<file path="config.mk">
export PLATFORM = sky130hd
export DESIGN_NAME = aes_byte_frame_adapter
export DESIGN_NICKNAME = d
export VERILOG_FILES = /design/src/rtl/aes_byte_frame_adapter.sv
export SDC_FILE = /design/constraint.sdc
export NUM_CORES = 1
export LEC_CHECK = 0
export ABC_AREA = 1
export ABC_CLOCK_PERIOD_IN_PS = 1700
export BUFFER_PORTS_ARGS = -buffer_cell sky130_fd_sc_hd__buf_2
export CAP_MARGIN = 30
export CORE_ASPECT_RATIO = 1.75
export CORE_UTILIZATION = 40
export DETAILED_ROUTE_END_ITERATION = 10
export GPL_TIMING_DRIVEN = 0
export HOLD_SLACK_MARGIN = 0.1
export PLACE_DENSITY = 0.72
export SETUP_SLACK_MARGIN = 0.15
export SKIP_CTS_REPAIR_TIMING = 1
export SLEW_MARGIN = 5
export SYNTH_ARGS = -nofsm -noshare
export SYNTH_HDL_FRONTEND = slang
export SYNTH_SLANG_ARGS = --single-unit
</file>
<file path="constraint.sdc">
create_clock -name clk -period 1.7 [get_ports clk]
set_clock_uncertainty 0.05 [all_clocks]
set_input_delay 0.17 -clock clk [delete_from_list [all_inputs] [get_ports clk]]
set_output_delay 0.17 -clock clk [all_outputs]
set_load 0.01 [all_outputs]
</file>
<file path="src/rtl/aes_byte_frame_adapter.sv">
// Byte-serial front end for a 128-bit AES core: takes a command byte plus a
// 16-byte block, loads the core, waits for it to finish, then streams 16 result bytes.
module aes_byte_frame_adapter #(
   parameter int START_TIMEOUT = 8
) (
   input  logic         clk,
   input  logic         rst_n,
   input  logic [7:0]   in_data_i,
   input  logic         in_valid_i,
   output logic         in_ready_o,
   output logic [7:0]   out_data_o,
   output logic         out_valid_o,
   input  logic         out_ready_i,
   output logic         aes_load_o,
   output logic         aes_dec_o,
   output logic [127:0] aes_data_o,
   input  logic [127:0] aes_data_i,
   input  logic         aes_busy_i,
   output logic         err_o,
   output logic         busy_o
);

   typedef enum logic [2:0] {
      S_CMD,
      S_RX,
      S_LOAD,
      S_WAIT_START,
      S_WAIT_DONE,
      S_TX
   } state_t;

   localparam logic [7:0] CMD_ENC = 8'h45;
   localparam logic [7:0] CMD_DEC = 8'h44;
   localparam logic [7:0] TMO     = 8'(START_TIMEOUT);

   state_t         state, state_d;
   logic [3:0]     rx_cnt;
   logic [3:0]     tx_cnt;
   logic [7:0]     tmo_cnt;
   logic [127:0]   tx_q;

   logic in_hs, out_hs, cmd_ok, bad_cmd, tmo_expire;

   assign in_hs      = in_valid_i & in_ready_o;
   assign out_hs     = out_valid_o & out_ready_i;
   assign cmd_ok     = (in_data_i == CMD_ENC) || (in_data_i == CMD_DEC);
   assign bad_cmd    = (state == S_CMD) && in_hs && !cmd_ok;
   assign tmo_expire = (state == S_WAIT_START) && !aes_busy_i && ((tmo_cnt + 8'd1) == TMO);

   // Output byte is the top of the TX shift register; it only moves on a
   // handshake, so it stays put while the sink stalls.
   assign out_data_o = tx_q[127:120];

   always_comb begin
      state_d = state;
      case (state)
         S_CMD:        if (in_hs && cmd_ok) state_d = S_RX;
         S_RX:         if (in_hs && rx_cnt == 4'd15) state_d = S_LOAD;
         S_LOAD:       state_d = S_WAIT_START;
         S_WAIT_START: begin
            if (aes_busy_i)      state_d = S_WAIT_DONE;
            else if (tmo_expire) state_d = S_CMD;
         end
         S_WAIT_DONE:  if (!aes_busy_i) state_d = S_TX;
         S_TX:         if (out_hs && tx_cnt == 4'd15) state_d = S_CMD;
         default:      state_d = S_CMD;
      endcase
   end

   // Handshake/strobe outputs are registered from the next state so that no
   // output depends combinationally on in_valid_i or out_ready_i.
   always_ff @(posedge clk or negedge rst_n) begin
      if (!rst_n) begin
         state       <= S_CMD;
         in_ready_o  <= 1'b0;
         out_valid_o <= 1'b0;
         aes_load_o  <= 1'b0;
         aes_dec_o   <= 1'b0;
         aes_data_o  <= '0;
         err_o       <= 1'b0;
         busy_o      <= 1'b0;
         rx_cnt      <= '0;
         tx_cnt      <= '0;
         tmo_cnt     <= '0;
         tx_q        <= '0;
      end else begin
         state       <= state_d;
         in_ready_o  <= (state_d == S_CMD) || (state_d == S_RX);
         busy_o      <= (state_d != S_CMD);
         aes_load_o  <= (state_d == S_LOAD);
         out_valid_o <= (state_d == S_TX);
         err_o       <= bad_cmd || tmo_expire;
         case (state)
            S_CMD: begin
               if (in_hs && in_data_i == CMD_ENC) aes_dec_o <= 1'b0;
               if (in_hs && in_data_i == CMD_DEC) aes_dec_o <= 1'b1;
            end
            S_RX: begin
               if (in_hs) begin
                  aes_data_o <= {aes_data_o[119:0], in_data_i};
                  rx_cnt     <= rx_cnt + 4'd1;
               end
            end
            S_LOAD: tmo_cnt <= '0;
            S_WAIT_START: begin
               if (!aes_busy_i) tmo_cnt <= tmo_cnt + 8'd1;
            end
            S_WAIT_DONE: begin
               if (!aes_busy_i) begin
                  tx_q   <= aes_data_i;
                  tx_cnt <= '0;
               end
            end
            S_TX: begin
               if (out_hs) begin
                  tx_q   <= {tx_q[119:0], 8'h00};
                  tx_cnt <= tx_cnt + 4'd1;
               end
            end
            default: ;
         endcase
      end
   end

endmodule

</file>
Word level (Yosys, flattened, before mapping):

Index checks and enable logic that the tools add are counted.

* flip-flop bits (word level): 281
* bits of input ports: 141
* output and inout port bits: 142
* word-level logic and storage cells: 74

* add/sub/neg operators: 3
* eq/ne operators: 16
* mux-type cells: 17
* bitwise logic cells: 2
* reductions and logical operators: 24

Operators with widths (number)
* two-way mux 128 bit: 2
* case mux 128 bit (2 select lines): 1
* two-way mux 3 bit: 6
* case mux 3 bit (6 select lines): 1
* == test 8 x 7 -> 1 bit, second input constant: 2
* case mux 8 bit (2 select lines): 1
* == test 3 x 2 -> 1 bit, second input constant: 3
* == test 3 bit, second input constant: 3
* logical AND 1 bit: 9
* adder 4 x 1 -> 4 bit, second input constant: 2
* adder 8 x 1 -> 8 bit, second input constant: 1
* == test 4 bit, second input constant: 2
* == test 8 x 4 -> 1 bit, second input constant: 1
* two-way mux 4 bit: 2
* two-way mux 8 bit: 1
* case mux 4 bit (2 select lines): 1
* == test 3 x 1 -> 1 bit, second input constant: 2
* zero test 3 bit: 2
* != test 2 bit, second input constant: 3
* AND reduction 2 bit: 3
* nonzero test 2 bit: 3
* logical OR 1 bit: 3
* AND reduction 3 bit: 1
* nonzero test 3 bit: 1
* other kinds (3): 6

Longest topological paths before layout:

Gate-level depths: netlist (run 1).

* word-level depth: 8
* gate-level depth with buffers: 10
* mapped depth without buffers: 10

Worst setup path before layout (run 1):

No wires, ideal clock.

* kind: register -> register
* start point: reg state[0]
* end point: reg tx_q[100]
* setup time: 0.130 ns
* arrival time: 1.272 ns
* data required time: 1.520 ns
* setup slack: 0.248 ns
* cell stages (with the launch flop): 9
* buffers on the path: 2
* clock period less this slack: 1.452 ns
* path through: dfrtp_1 > inv_2 > nand2_2 > nor2_8 > nand2_4 > nand2_4 > buf_2 > buf_2 > a31oi_1

* word-level cells in the longest chain between the ends: 3
* elaborated cells on any way between the ends: 7
* those cells by class: eq/ne: 4; mux: 1; reduce/logical: 2

RTL lines
* start, declared: RTL line 36 `state_t state, state_d;`
* start signal, assigned: RTL line 87 `state <= state_d;`
* == test 3 bit: RTL line 93 `case (state)`
* != test 2 bit (no line) or nonzero test 2 bit (tied branches)
* AND reduction 3 bit (no line)
* end signal, assigned: RTL line 110 `tx_q <= aes_data_i;`
* end signal, assigned: RTL line 116 `tx_q <= {tx_q[119:0], 8'h00};`
* end, declared: RTL line 40 `logic [127:0] tx_q;`

Parallel ways exist; a longest one is shown, timed or not.
A chain may end at the register's enable or synchronous reset.

Final worst setup path (run 1):

* start point: reg state[1]
* end point: reg tx_q[38]

The elaborated chain is that of the path after synthesis.

==> flow_summary.ini, run 1 <==
[floorplanning]
rows = 82
ios = 283
dieArea_um2 = 30100
start_util_pct = 40.9
core_um2 = 28700
die_w_um = 132
die_h_um = 229

[global_route]
antenna_found_initial = 1
grtUsageTotal_pct = 22.3
grt_pass1_vias = 10400
grt_pass1_wl_mm = 53.4
gr-total-overflow = 0
grt_max_degree = 115

[worst_hold_path]
hold_class = in2reg

[place]
place_congestion = 0.867
portBuffers = 282
hpwl_mm = 24.5
post-place-ws_ns = -0.341

[logic_synthesis]
syn_avg_cell_area_um2 = 9.02
syn_inst = 1302
synthArstFlopShare_pct = 100
synth_top_family_by_area = simple AND/OR/NAND/NOR gates
synth_edf_count = 0
ys_types = 30
yosys_most_used_dff = dfrtp_1
synth_warnings = 0
ys_ff_latch = 281
yosys.area.top_type = dfrtp_1
synth_mux_area_share_pct = 0.958
synth-xor-area-share_pct = 0.298
postSynthNetCount = 1446
yosysMostFrequentCell = nand2_1
ys_top_cells_by_area = dfrtp_1, nand2_1, nor2_1, a31oi_1, o21ai_0
synth-simple-area-share_pct = 17.9
yosysSeqAreaShare_pct = 59.8
synth.top_cells.by_count = nand2_1, dfrtp_1, nor2_1
yosys.area_share.adder_pct = 0.319
synth-compound-area-share_pct = 13.6
synthDominantCellAreaShare_pct = 59.8
synth_area_um2 = 11800

[cts]
h-tree-depth = 1
cts_root_buf = clkbuf_16
clock_path_buffers = 3
cts-buffers-inserted = 27
clock_sinks = 281
cts_tree = yes
clk_pin_slew_ns = 0.07
clk_latency_ns = 0.54

[worst_setup_path]
arrival_ns = 2.17
required_ns = 2.11
cp-start-kind = register
r2r_cells = 7
reg2reg_to = tx_q[38]
ff2ff_setup_slack_ns = -0.07
cp_max_fo = 10
crit_end = tx_q[38]
cp-end-kind = register
worstReg2RegStart = state[1]
cp-startpoint = state[1]
worstSetupPathType = reg2reg

[power]
vdd_ir_drop_max_mv = 1.45
powerDensity_nw_per_um2 = 1780
power_w = 0.0295
p_leak_nw = 8.17

[run_status]
status = complete, but fails checks
violations = setup timing

[drt]
wl_mm = 38.7
drc = 0
firstDrtPassIters = 7
detail-route-antenna-nets = 0
drtIter0Drc = 712
post_drt_wl_per_cell_um = 17.9
vias = 11200
drt-vias-per-instance = 5.20

[layout]
fin_nets = 1908
final_util_pct = 57.8
syn_to_final_growth_pct = 41.3
drive_gt1_share_pct = 25.8
fill_cells = 2319

[sta]
finalSetupTns_ns = -0.129
post-route-period-util_pct = 104
slew_viol_final = 0
slew_headroom_pct = 57.4
worst_pin_slew_ns = 0.638
fmax_mhz = 566
rsz0062_at_grt = true
hold_viol = 0
setup_viol = 6
holdWs_ns = 0.0894
layout_min_cycle_time_ns = 1.77
fin_ws_ns = -0.0677

[run]
max-cap-violations = 0
metal layers:
metal	part of all wire [%]	GRT usage, %	vias to the layer above
met2	51	39.6	556
met5	0	0	-
met1	36	25.0	5331
li1	-	-	5165
met3	6.0	3.04	194
met4	7.1	13.7	0
placed cells by master, fill, tap and decap left out, drive strengths merged:
cell type,synthesis,layout
o211ai,13,13
buf,66,360
clkinvlp,0,2
a22o,1,1
nor2,182,182
diode,0,2
bufinv,0,6
xnor2,2,2
clkinv,1,5
nand3,18,18
o21ai,90,90
inv,99,99
dlygate4sd3,0,139
ha,3,3
nor3,2,2
a32o,7,7
o22ai,1,1
a31oi,107,107
a21oi,60,60
nand4,6,6
nand2,329,329
xor2,2,2
mux2,10,10
clkbuf,22,59
dfrtp,281,281
sequential cells by signal (all words and copies together), names as in the netlist:
signal / cells
aes_dec_o: 1
aes_load_o: 1
tmo_cnt: 8
in_ready_o: 1
tx_q: 128
busy_o: 1
state: 3
out_valid_o: 1
tx_cnt: 4
rx_cnt: 4
aes_data_o: 128
err_o: 1
through the flow:
| stage | cell area (um2) | std cells |
|---|---|---|
| floorplan | 11800 | 1302 |
| global placement | 13600 | 1962 |
| detailed placement | 13700 | 1964 |
| CTS | 14700 | 2013 |
| global route | 16600 | 2164 |
| finish | 16600 | 2164 |
worst min path at each step:
stage	start	to	slack (ns)	cells after the start
6_report	aes_busy_i	tx_q[1]	0.09	3
5_1_grt	aes_busy_i	tx_q[1]	0.11	3
4_1_cts	rst_n	aes_data_o[126]	-0.49	1
3_5_place_dp	rst_n	aes_data_o[115]	0.1	1
3_3_place_gp	in_data_i[0]	aes_dec_o	0.35	2
2_1_floorplan	rst_n	aes_data_o[0]	-0.18	0
power breakdown:
| group | internal, W | leakage [nW] | switching, W | total (W) |
|---|---|---|---|---|
| clock network | 0.00413 | 0.488 | 0.00265 | 0.00679 |
| registers | 0.00987 | 3.24 | 0.00206 | 0.0119 |
| logic | 0.00440 | 4.44 | 0.00637 | 0.0108 |
| total | 0.0184 | 8.17 | 0.0111 | 0.0295 |
cells by family after synthesis:
kind of cell / after synthesis
AOI/OAI and AO/OA: 279
xor gates and xnor gates: 4
adders and majority gates: 3
buffers and inverters: 188
DFF: 281
muxes: 10
and+or+nand+nor: 537
final cells by class:
type / instances / area, um2 / share of cell area [%]
flip-flops and latches: 281 / 7030 / 42.3
multi-input cells: 833 / 3970 / 23.9
repair buffers: 433 / 2990 / 18.0
clock buffers: 37 / 783 / 4.72
plain buffers: 88 / 753 / 4.54
well taps: 378 / 473 / 2.85
inverters: 100 / 383 / 2.31
clock inverters: 12 / 219 / 1.32
diodes: 2 / 5.00 / 0.0301
critical path: stages, from the launching register on:
cell,delay [ns]
dfrtp_1,0.41
inv_2,0.06
nand2_2,0.10
nor2_4,0.08
inv_4,0.14
clkbuf_1,0.34
nand2_1,0.25
a31oi_1,0.24
No activity file was read; power rests on OpenSTA's default activity.
==> run 2, diff against run 1 <==
--- a/config.mk
+++ b/config.mk
@@ -15,7 +15,7 @@
 export GPL_TIMING_DRIVEN = 0
 export HOLD_SLACK_MARGIN = 0.1
 export PLACE_DENSITY = 0.72
-export SETUP_SLACK_MARGIN = 0.15
+export SETUP_SLACK_MARGIN = 0.05
 export SKIP_CTS_REPAIR_TIMING = 1
 export SLEW_MARGIN = 5
 export SYNTH_ARGS = -nofsm -noshare
==> run 2 against run 1 <==
Effect of this change: the run still ends with setup timing left; first-iteration DRC count fell by 0.70%; die area unchanged; clock power is essentially flat; largest power group unchanged.
==> flow_summary.ini, run 2 (synthesized netlist as in run 1, its figures left out) <==
[power]
p_sw_w = 0.0111
powerDensity_nw_per_um2 = 1780
combPwrFrac_pct = 36.5
vdd_ir_drop_max_mv = 1.45
power_frac_seq_pct = 40.5
swShare_pct = 37.6
intPower_w = 0.0184
p_leak_nw = 8.17
power_w = 0.0295
power_frac_clock_pct = 23.0

[floorplanning]
die_h_um = 229
die_w_um = 132
core_um2 = 28700
rows = 82
ios = 283
start_util_pct = 40.9
dieArea_um2 = 30100

[drt]
vias = 11300
drt-vias-per-instance = 5.21
firstDrtPassIters = 8
post_drt_wl_per_cell_um = 17.9
drc = 0
drtIter0Drc = 707
detail-route-antenna-nets = 0
wl_mm = 38.7

[sta]
post-route-period-util_pct = 105
fin_ws_ns = -0.0814
setup_viol = 7
rsz0062_at_grt = true
hold_viol = 0
slew_headroom_pct = 57.5
layout_min_cycle_time_ns = 1.78
worst_pin_slew_ns = 0.638
fmax_mhz = 561
slew_viol_final = 0

[place]
place_area_um2 = 13700
dpl.cell_count = 1964
portBuffers = 282
hpwl_mm = 24.5
place_congestion = 0.867

[cts]
clk_pin_slew_ns = 0.07
clk_latency_ns = 0.54
h-tree-depth = 1
cts-buffers-inserted = 27
clock_sinks = 281
cts_tree = yes
cts_root_buf = clkbuf_16
clock_path_buffers = 3

[layout]
syn_to_final_growth_pct = 41.3
final_common_cell = nand2_1
fin_area_um2 = 16600
fill_cells = 2320
reg_top3 = aes_data_o x128, tx_q x128, tmo_cnt x8
final_cell_mix = nand2_1, buf_2, dfrtp_1
finalNonFillerCells = 2165
drive_gt1_share_pct = 25.8
fin_nets = 1908

[global_route]
grtUsageMet3_pct = 3.04
grt_max_degree = 115
gr-max-usage-layer = met2
gr-total-overflow = 0
grt_pass1_wl_mm = 53.4
grt_use_met1_pct = 25.0
grt_use_met2_pct = 39.6
grt_pass1_vias = 10400
antenna_found_initial = 1
grtUsageTotal_pct = 22.3

[worst_hold_path]
hold_class = in2reg

[run]
max-cap-violations = 0

[worst_setup_path]
cpMaxStageDelayCell = dfrtp_1
required_ns = 2.11
worstSetupPathType = reg2reg
cp-end-kind = register
arrival_ns = 2.19
cp-start-kind = register
crit_path_max_incr_delay_ns = 0.42
ff2ff_setup_slack_ns = -0.08
path_cells = inv_2 > nand2_2 > nor2_4 > inv_4 > clkbuf_1 > nand2_1 > a31oi_1
cp_max_fo = 10

[run_status]
violations = setup timing
status = complete, but fails checks
-- run 2: final timing paths --
check / start / endpoint / depth (start not counted)
min in group asynchronous: rst_n / aes_data_o[126] / 2
hold reg to reg: rx_cnt[3] / rx_cnt[3] / 1
hold / removal: aes_busy_i / tx_q[1] / 3
setup reg to reg: state[1] / tx_q[38] / 7
setup / recovery: state[1] / tx_q[38] / 7
max in group asynchronous: rst_n / tmo_cnt[0] / 3
-- run 2: worst max-delay path, delay by kind of cell (launching register included) --
family | cells | cell delay [ns]
buffers and inverters | 3 | 0.55
and+or+nand+nor | 3 | 0.43
DFF | 1 | 0.42
AOI/OAI and AO/OA | 1 | 0.24
-- run 2: layer usage --
metal	vias to the layer above	routed length, um
li1	5163	-
met1	5356	13700
met2	570	19900
met3	184	2440
met4	0	2620
met5	-	0
-- run 2: power by group through the flow --
stage,Combinational (W),Sequential [W],Clock (W)
after floorplan,0.00529,0.0122,0
after global placement,0.00955,0.0118,0
after detailed placement,0.00988,0.0119,0
after CTS,0.00994,0.0118,0.00689
after global routing,0.0119,0.0122,0.00714
final,0.0108,0.0119,0.00678
-- run 2: layout make-up --
cell class | instances | area [um2] | share of cell area (%)
flip-flops and latches | 281 | 7030 | 42.3
multi-input cells | 833 | 3970 | 23.9
diodes | 3 | 7.51 | 0.0452
clock buffers | 37 | 783 | 4.72
inverters | 100 | 383 | 2.31
well taps | 378 | 473 | 2.85
repair buffers | 433 | 2990 | 18.0
clock inverters | 12 | 219 | 1.32
plain buffers | 88 | 753 | 4.54
-- run 2: through the flow --
step	hold slack, ns	setup TNS [ns]	setup WS, ns	utilization (%)
2_1_floorplan	-0.176	0	0.248	-
3_3_place_gp	0.345	-1332.94	-4.76	47.5
3_5_place_dp	0.0980	-10.43	-0.341	47.7
4_1_cts	-0.488	-13.70	-0.368	51.2
5_1_grt	0.111	-9.78	-0.244	57.8
6_report	0.0894	-0.149	-0.0814	57.8
